## src/rtl/mem_port_arbiter_pkg.sv

```systemverilog
// Shared types and constants for the IF/MEM unified-memory port arbiter.
package mem_port_arbiter_pkg;

    localparam bit TRUE  = 1'b1;
    localparam bit FALSE = 1'b0;

    localparam int unsigned MAX_D_STREAK_DEFAULT = 4;

    typedef enum logic [1:0] {
        ARB_IDLE    = 2'd0,
        ARB_BUSY_IF = 2'd1,
        ARB_BUSY_D  = 2'd2
    } arb_state_t;

    // Counter width able to hold 0..max_streak inclusive.
    function automatic int unsigned streak_w(input int unsigned max_streak);
        return (max_streak < 1) ? 1 : $clog2(max_streak + 1);
    endfunction

endpackage

```

## src/rtl/mem_arb_policy.sv

```systemverilog
// Grant policy: data side wins contention until its streak limit, then one fetch is forced through.
module mem_arb_policy
    import mem_port_arbiter_pkg::*;
#(
    parameter int unsigned MAX_D_STREAK = MAX_D_STREAK_DEFAULT
) (
    input  logic clk,
    input  logic rst_n,
    input  logic if_req_eff,
    input  logic d_req,
    input  logic idle,
    input  logic grant_if,
    output logic pick_d
);

    localparam int unsigned SW = streak_w(MAX_D_STREAK);
    localparam logic [SW-1:0] STREAK_MAX = SW'(MAX_D_STREAK);

    logic [SW-1:0] streak;

    always_comb begin
        pick_d = d_req & (~if_req_eff | (streak < STREAK_MAX));
    end

    // Only grants won against a waiting fetch count towards the streak.
    always_ff @(posedge clk or negedge rst_n) begin
        if (!rst_n) begin
            streak <= '0;
        end else if (idle) begin
            if (grant_if) begin
                streak <= '0;
            end else if (pick_d & if_req_eff) begin
                streak <= streak + 1'b1;
            end
        end
    end

endmodule

```

## src/rtl/mem_port_arbiter.sv

```systemverilog
// Serialises IF fetches and MEM load/stores onto one variable-latency memory port.
module mem_port_arbiter
    import mem_port_arbiter_pkg::*;
#(
    parameter int unsigned ADDR_W       = 32,
    parameter int unsigned DATA_W       = 32,
    parameter int unsigned MAX_D_STREAK = MAX_D_STREAK_DEFAULT
) (
    input  logic                  clk,
    input  logic                  rst_n,
    input  logic                  if_req,
    input  logic [ADDR_W-1:0]     if_addr,
    input  logic                  if_flush,
    output logic [DATA_W-1:0]     if_rdata,
    output logic                  if_valid,
    input  logic                  d_req,
    input  logic                  d_we,
    input  logic [ADDR_W-1:0]     d_addr,
    input  logic [DATA_W-1:0]     d_wdata,
    input  logic [DATA_W/8-1:0]   d_wstrb,
    output logic [DATA_W-1:0]     d_rdata,
    output logic                  d_valid,
    output logic                  mem_req,
    output logic                  mem_we,
    output logic [ADDR_W-1:0]     mem_addr,
    output logic [DATA_W-1:0]     mem_wdata,
    output logic [DATA_W/8-1:0]   mem_wstrb,
    input  logic [DATA_W-1:0]     mem_rdata,
    input  logic                  mem_ready,
    output logic                  if_stall,
    output logic                  d_stall
);

    arb_state_t state;
    logic       kill;
    logic       if_req_eff;
    logic       arb_en;
    logic       pick_d;
    logic       grant_if;
    logic       grant_d;

    // The completion (valid) cycle never arbitrates, so a requester still
    // dropping its request there can neither be re-granted nor jump the queue.
    always_comb begin
        if_req_eff = if_req & ~if_flush;
        arb_en     = (state == ARB_IDLE) & ~if_valid & ~d_valid;
        grant_d    = arb_en & pick_d;
        grant_if   = arb_en & if_req_eff & ~pick_d;
    end

    always_comb begin
        if_stall = if_req & ~if_valid & ~if_flush;
        d_stall  = d_req & ~d_valid;
    end

    mem_arb_policy #(
        .MAX_D_STREAK (MAX_D_STREAK)
    ) u_policy (
        .clk        (clk),
        .rst_n      (rst_n),
        .if_req_eff (if_req_eff),
        .d_req      (d_req),
        .idle       (arb_en),
        .grant_if   (grant_if),
        .pick_d     (pick_d)
    );

    always_ff @(posedge clk or negedge rst_n) begin
        if (!rst_n) begin
            state     <= ARB_IDLE;
            kill      <= FALSE;
            mem_req   <= 1'b0;
            mem_we    <= 1'b0;
            mem_addr  <= '0;
            mem_wdata <= '0;
            mem_wstrb <= '0;
            if_valid  <= 1'b0;
            d_valid   <= 1'b0;
            if_rdata  <= '0;
            d_rdata   <= '0;
        end else begin
            if_valid <= 1'b0;
            d_valid  <= 1'b0;
            case (state)
                ARB_IDLE: begin
                    if (grant_d) begin
                        state     <= ARB_BUSY_D;
                        mem_req   <= 1'b1;
                        mem_we    <= d_we;
                        mem_addr  <= d_addr;
                        mem_wdata <= d_wdata;
                        mem_wstrb <= d_wstrb;
                    end else if (grant_if) begin
                        state     <= ARB_BUSY_IF;
                        mem_req   <= 1'b1;
                        mem_we    <= 1'b0;
                        mem_addr  <= if_addr;
                        mem_wdata <= '0;
                        mem_wstrb <= '0;
                    end
                end
                ARB_BUSY_IF: begin
                    if (mem_ready) begin
                        state   <= ARB_IDLE;
                        mem_req <= 1'b0;
                        kill    <= FALSE;
                        if (!(kill | if_flush)) begin
                            if_rdata <= mem_rdata;
                            if_valid <= 1'b1;
                        end
                    end else if (if_flush) begin
                        kill <= TRUE;
                    end
                end
                ARB_BUSY_D: begin
                    if (mem_ready) begin
                        state   <= ARB_IDLE;
                        mem_req <= 1'b0;
                        d_valid <= 1'b1;
                        if (!mem_we) begin
                            d_rdata <= mem_rdata;
                        end
                    end
                end
                default: begin
                    state   <= ARB_IDLE;
                    mem_req <= 1'b0;
                end
            endcase
        end
    end

endmodule
```

## config.mk

```make
export PLATFORM = sky130hd
export DESIGN_NAME = mem_port_arbiter
export DESIGN_NICKNAME = d
export VERILOG_FILES = /design/src/rtl/mem_port_arbiter_pkg.sv /design/src/rtl/mem_arb_policy.sv /design/src/rtl/mem_port_arbiter.sv
export SDC_FILE = /design/constraint.sdc
export NUM_CORES = 1
export LEC_CHECK = 0
export CAP_MARGIN = 10
export CORE_AREA = 2 2 142 116
export DETAILED_ROUTE_END_ITERATION = 16
export DIE_AREA = 0 0 144 118
export PLACE_DENSITY = 0.8
export SYNTH_ARGS = -nofsm -noshare
export SYNTH_HDL_FRONTEND = slang
export SYNTH_HIERARCHICAL = 1
export SYNTH_SLANG_ARGS = --single-unit
export TNS_END_PERCENT = 100
```

## constraint.sdc

```tcl
create_clock -name clk -period 1.65 [get_ports clk]
set_input_delay 0.33 -clock clk [delete_from_list [all_inputs] [get_ports clk]]
set_output_delay 0.33 -clock clk [all_outputs]
set_load 0.1 [all_outputs]
```

# [Word level (Yosys, flattened, before mapping)]
# Index checks and enable logic that the tools add are counted.
# Widths: inputs -> output; s select.
[totals] out_inout_bits=138 register_bits=142 in_bits=139 elab_cells=74
[op_classes] n_addsub=1 n_reduce_logical=11 order_cmp=1 muxes=25 n_bitwise=20 eq_ne=4
[op_table] operator="$mux 32" n=4
[op_table] operator="$mux 1" n=12
[op_table] operator="$and 1x1->1" n=11
[op_table] operator="$mux 4" n=2
[op_table] operator="$reduce_and 2->1" n=4
[op_table] operator="$not 1->1" n=7
[op_table] operator="$mux 2" n=3
[op_table] operator="$mux 3" n=2
[op_table] operator="$reduce_and 3->1" n=2
[op_table] operator="$reduce_bool 2->1" n=3
[op_table] operator="$pmux 2 s2" n=1
[op_table] operator="$add 3x1->3 const B" n=1
[op_table] operator="$lt 3x3->1 const B" n=1
[op_table] operator="$ne 3x3->1 const B" n=1
[op_table] operator="$eq 2x1->1 const B" n=1
[op_table] operator="$eq 2x2->1 const B" n=1
[op_table] operator="$logic_not 2->1" n=1
[op_table] operator="$ne 2x1->1 const B" n=1
[op_table] operator="$or 1x1->1" n=2
[op_table] operator="$pmux 1 s2" n=1
[op_table] operator="$reduce_or 2->1" n=1

# [Logic depth before layout (Yosys ltp)]
[depth] depth_word=10 mapped_depth=8 mapped_depth_nobuf=6

# [Cells and area by module]
# Netlist, hierarchy kept.
[by_module_without_submodules] module="mem_port_arbiter" area_each_um2=5524.0 seq_area_each_um2=3478.3 cells_each=358 instances=1
[by_module_without_submodules] module="mem_arb_policy" area_each_um2=163.9 seq_area_each_um2=75.1 cells_each=15 instances=1

# [Least setup slack after synthesis]
# No wires, ideal clock.
[synth_path] kind="register to output" startpoint="register d_valid" endpoint="output d_stall" path_stages_with_launch=2 arrival_ns=2.276 required_time_ns=1.320 setup_slack_ns=-0.956 n_path_buf=0 cell_sequence="dfrtp_1 -> nor2b_1"
[synth_via] elab_chain_len=2
[synth_lines] element="start: declaration" line="mem_port_arbiter.sv:22" source="output logic d_valid,"
[synth_lines] element="start signal: assignment" line="mem_port_arbiter.sv:78" source="d_valid <= 1'b0;"
[synth_lines] element="start signal: assignment" line="mem_port_arbiter.sv:83" source="d_valid <= 1'b0;"
[synth_lines] element="start signal: assignment" line="mem_port_arbiter.sv:119" source="d_valid <= 1'b1;"
[synth_lines] element="$not 1->1" line="mem_port_arbiter.sv:53" source="d_stall = d_req & ~d_valid;"
[synth_lines] element="$and 1x1->1" line="mem_port_arbiter.sv:53"
[synth_lines] element="end: declaration" line="mem_port_arbiter.sv:31" source="output logic d_stall"
# No other way between the ends.

# [Worst setup path in the final report]
[layout_path] startpoint="register state[0]" endpoint="register mem_addr[3]"
[layout_via] elab_chain_len=7 word_cells_on_any_way=9 cone_classes="1 x mux; 5 x bitwise; 3 x reduce/logical"
[layout_lines] element="start: declaration" line="mem_port_arbiter.sv:34" source="arb_state_t state;"
[layout_lines] element="start signal: assignment" line="mem_port_arbiter.sv:70" source="state <= ARB_IDLE;"
[layout_lines] element="start signal: assignment" line="mem_port_arbiter.sv:87" source="state <= ARB_BUSY_D;"
[layout_lines] element="start signal: assignment" line="mem_port_arbiter.sv:94" source="state <= ARB_BUSY_IF;"
[layout_lines] element="$logic_not 2->1 *" line="mem_port_arbiter.sv:46" source="arb_en = (state == ARB_IDLE) & ~if_valid & ~d_valid;"
[layout_lines] element="$and 1x1->1 * (2 in a row)" line="mem_port_arbiter.sv:46"
[layout_lines] element="net arb_en" line="mem_port_arbiter.sv:37" source="logic arb_en;"
[layout_lines] element="$and 1x1->1 (2 in a row)" line="mem_port_arbiter.sv:48" source="grant_if = arb_en & if_req_eff & ~pick_d;"
[layout_lines] element="$reduce_bool 2->1 (no line)"
[layout_lines] element="$reduce_and 2->1 (no line)"
[layout_lines] element="end signal: assignment" line="mem_port_arbiter.sv:90" source="mem_addr <= d_addr;"
[layout_lines] element="end signal: assignment" line="mem_port_arbiter.sv:97" source="mem_addr <= if_addr;"
[layout_lines] element="end: declaration" line="mem_port_arbiter.sv:25" source="output logic [ADDR_W-1:0] mem_addr,"
# Mark *: on every way through the listed nets, which the timed path passes. The rest lies on a longest branch.
# A chain may end at the register's enable or synchronous reset.

==> out/qor.yml <==
path_buf_inv: 3
numCtsBuffers: 17
crit_cells: 7
cp-start-kind: "register"
period_share_pct: 105
drc: 0
numClockSinks: 142
cpMaxStageDelayCell: "dfrtp_1"
final_cell_mix: "buf_12 (148), dfrtp_1 (139), clkdlybuf4s50_1 (135)"
area_delta_synth_final_pct: 105
synth.distinct_cells: 34
tritoncts: "yes"
cp.arrival_ns: 2.02
ff2ff_path_depth: 7
synth_area_leaders: "dfrtp_1 (62%), mux2_1 (13%), o221a_1 (6.3%)"
worstReg2RegEnd: "mem_addr[3]"
initial_core_util_pct: 36.6
ios: 277
finalSetupViolCount: 113
grt_use_total_pct: 21.9
fin_skew_ns: 0.00852
vias: 4700
dieWidth_um: 144
syn_nets: 516
final_nets: 840
wl_um: 20500
maxSlewViolCount: 0
worstSkewPairLatency_ns: 0.42
root_buffer: "clkbuf_16"
period_needed_ns: 1.73
htreeDepth: 4
critPathMaxStageDelay_ns: 0.40
worstSetupPathType: "register to register"
crit_chain: "inv_2, ha_4, nor3b_4, buf_6, nand3b_4, clkbuf_16, o221a_1"
r2r_start: "state[0]"
critical-path-top-delay-family: "buffers and inverters"
drive_above_1_share_pct: 43.7
crit_start: "state[0]"
antenna_found_initial: 0
worstMarginPinSlew_ns: 0.394
nFillCells: 918
n_antenna_cell: 0
synth_area_per_cell_um2: 15.2
crit_fanout: 8
grt_first_pass_wirelength_um: 28300
drt_iter0_drc: 212
yosysTopAreaCellShare_pct: 62.5
finalHoldViolCount: 0
worstPathRequired_ns: 1.94
fmax_mhz: 579
rows: 41
wl_per_cell_um: 22.1
routabilityCongestion: 0.798
endpoint_kind: "register"
dieArea_mm2: 0.0170
yosysSeqAreaShare_pct: 62.5
yosys_warnings: 6
grt-ovfl-total: 0
status: "finished with violations"
core_area_mm2: 0.0155
slew-limit-headroom_pct: 73.7
min_path_type: "primary input to asynchronous set/reset pin"
synthesis.area_mm2: 0.00569
synth_top_area_cell: "dfrtp_1"
r2r_slack_ns: -0.08
ant_nets: 0
synth_ff_type: "dfrtp_1"
io_buffers: 276
async_flop_share_pct: 100
vias_per_cell: 5.08
synthCells: 373
firstDrtPassIters: 4
fin_ws_ns: -0.0767
clkTransAtPathRegs_ns: 0.06
final_common_cell: "buf_12"
dp.cells: 862
maxCapViolCount: 0
post-place-ws_ns: -0.374
rsz0062_at_grt: "true"
fin_cells: 925
cp-endpoint: "mem_addr[3]"
dieHeight_um: 118
grt_max_degree: 54
grt_pass1_vias: 4992
dpl.hpwl_um: 13100
synth_seq_cells: 142
clockBufferDepth: 2
violations: "negative setup slack"
synth_edf_count: 0
fin_tns_setup_ns: -4.26
## cell type report
type / instances / area, um2 / area share, %
well taps: 215 / 269 / 2.31
clock inverters: 12 / 205 / 1.76
multi-input cells: 202 / 2260 / 19.4
inverters: 6 / 25.0 / 0.215
flip-flops and latches: 142 / 3560 / 30.6
repair buffers: 328 / 4840 / 41.6
clock buffers: 20 / 467 / 4.01
## cell usage after synthesis, types with 2 or more instances
cell type / n
o221a_1: 32
inv_1: 4
a22o_1: 37
buf_6: 10
a21oi_1: 4
mux2_1: 64
nand2_1: 2
clkbuf_1: 4
buf_2: 2
nor2b_1: 2
ha_1: 4
nand2b_1: 34
o22ai_1: 3
mux2i_1: 2
buf_4: 8
inv_2: 2
dfrtp_1: 142
## worst min-delay path by stage
stage | start | to | cells after the start
after floorplan | rst_n | d_rdata[0] | 0
after global placement | rst_n | d_rdata[21] | 1
after detailed placement | rst_n | d_rdata[23] | 1
after CTS | rst_n | if_rdata[22] | 2
after global routing | rst_n | d_rdata[23] | 2
final | rst_n | d_rdata[23] | 2
## per-stage QoR
step	hold WS, ns	utilization [%]	area (um2)
floorplan	0.0344	-	5730
detailed placement	0.272	65.7	10200
CTS	0.390	71.6	11100
finish	0.388	74.8	11600
global route	0.423	74.8	11600
global placement	0.265	65.7	10200
## cells by family after synthesis
group | Yosys count | synth area share, %
and+or+nand+nor | 47 | 5.87
adders and majority gates | 4 | 0.880
AOI/OAI and AO/OA | 84 | 13.9
muxes | 66 | 13.0
buffers and inverters | 30 | 3.87
DFF | 142 | 62.5
## worst register-to-register path, cell delays in order, from the launching register on
cell and delay [ns]:
dfrtp_1 0.40, inv_2 0.10, ha_4 0.14, nor3b_4 0.21
buf_6 0.15, nand3b_4 0.15, clkbuf_16 0.21, o221a_1 0.25
## flip-flops by register name (all words and copies together), names as in the netlist, 2 cells and up
register         flops
mem_wstrb            4
state                2
mem_addr            32
mem_wdata           32
if_rdata            32
d_rdata             32
u_policy/streak      3
## per-layer routing
layer  track usage (%)  wire length (um)
met2              37.3             10500
met4              8.33               458
met5                 0                 0
met1              25.9              7960
met3              6.67              1570
## what timing repair did
| item | in CTS | in global routing |
|---|---|---|
| setup endpoints to repair | 105 | 131 |
| resized for setup | 30 | 71 |
| hold buffers | 1 | 0 |
| cloned | 3 | 10 |
| hold endpoints to repair | 37 | 0 |
| setup buffers | 8 | 11 |
| pin swaps | 2 | 3 |
Power is left out: the tool's default activity adds up to more than one toggle a clock period on the data nets, which glitch-free logic cannot reach.
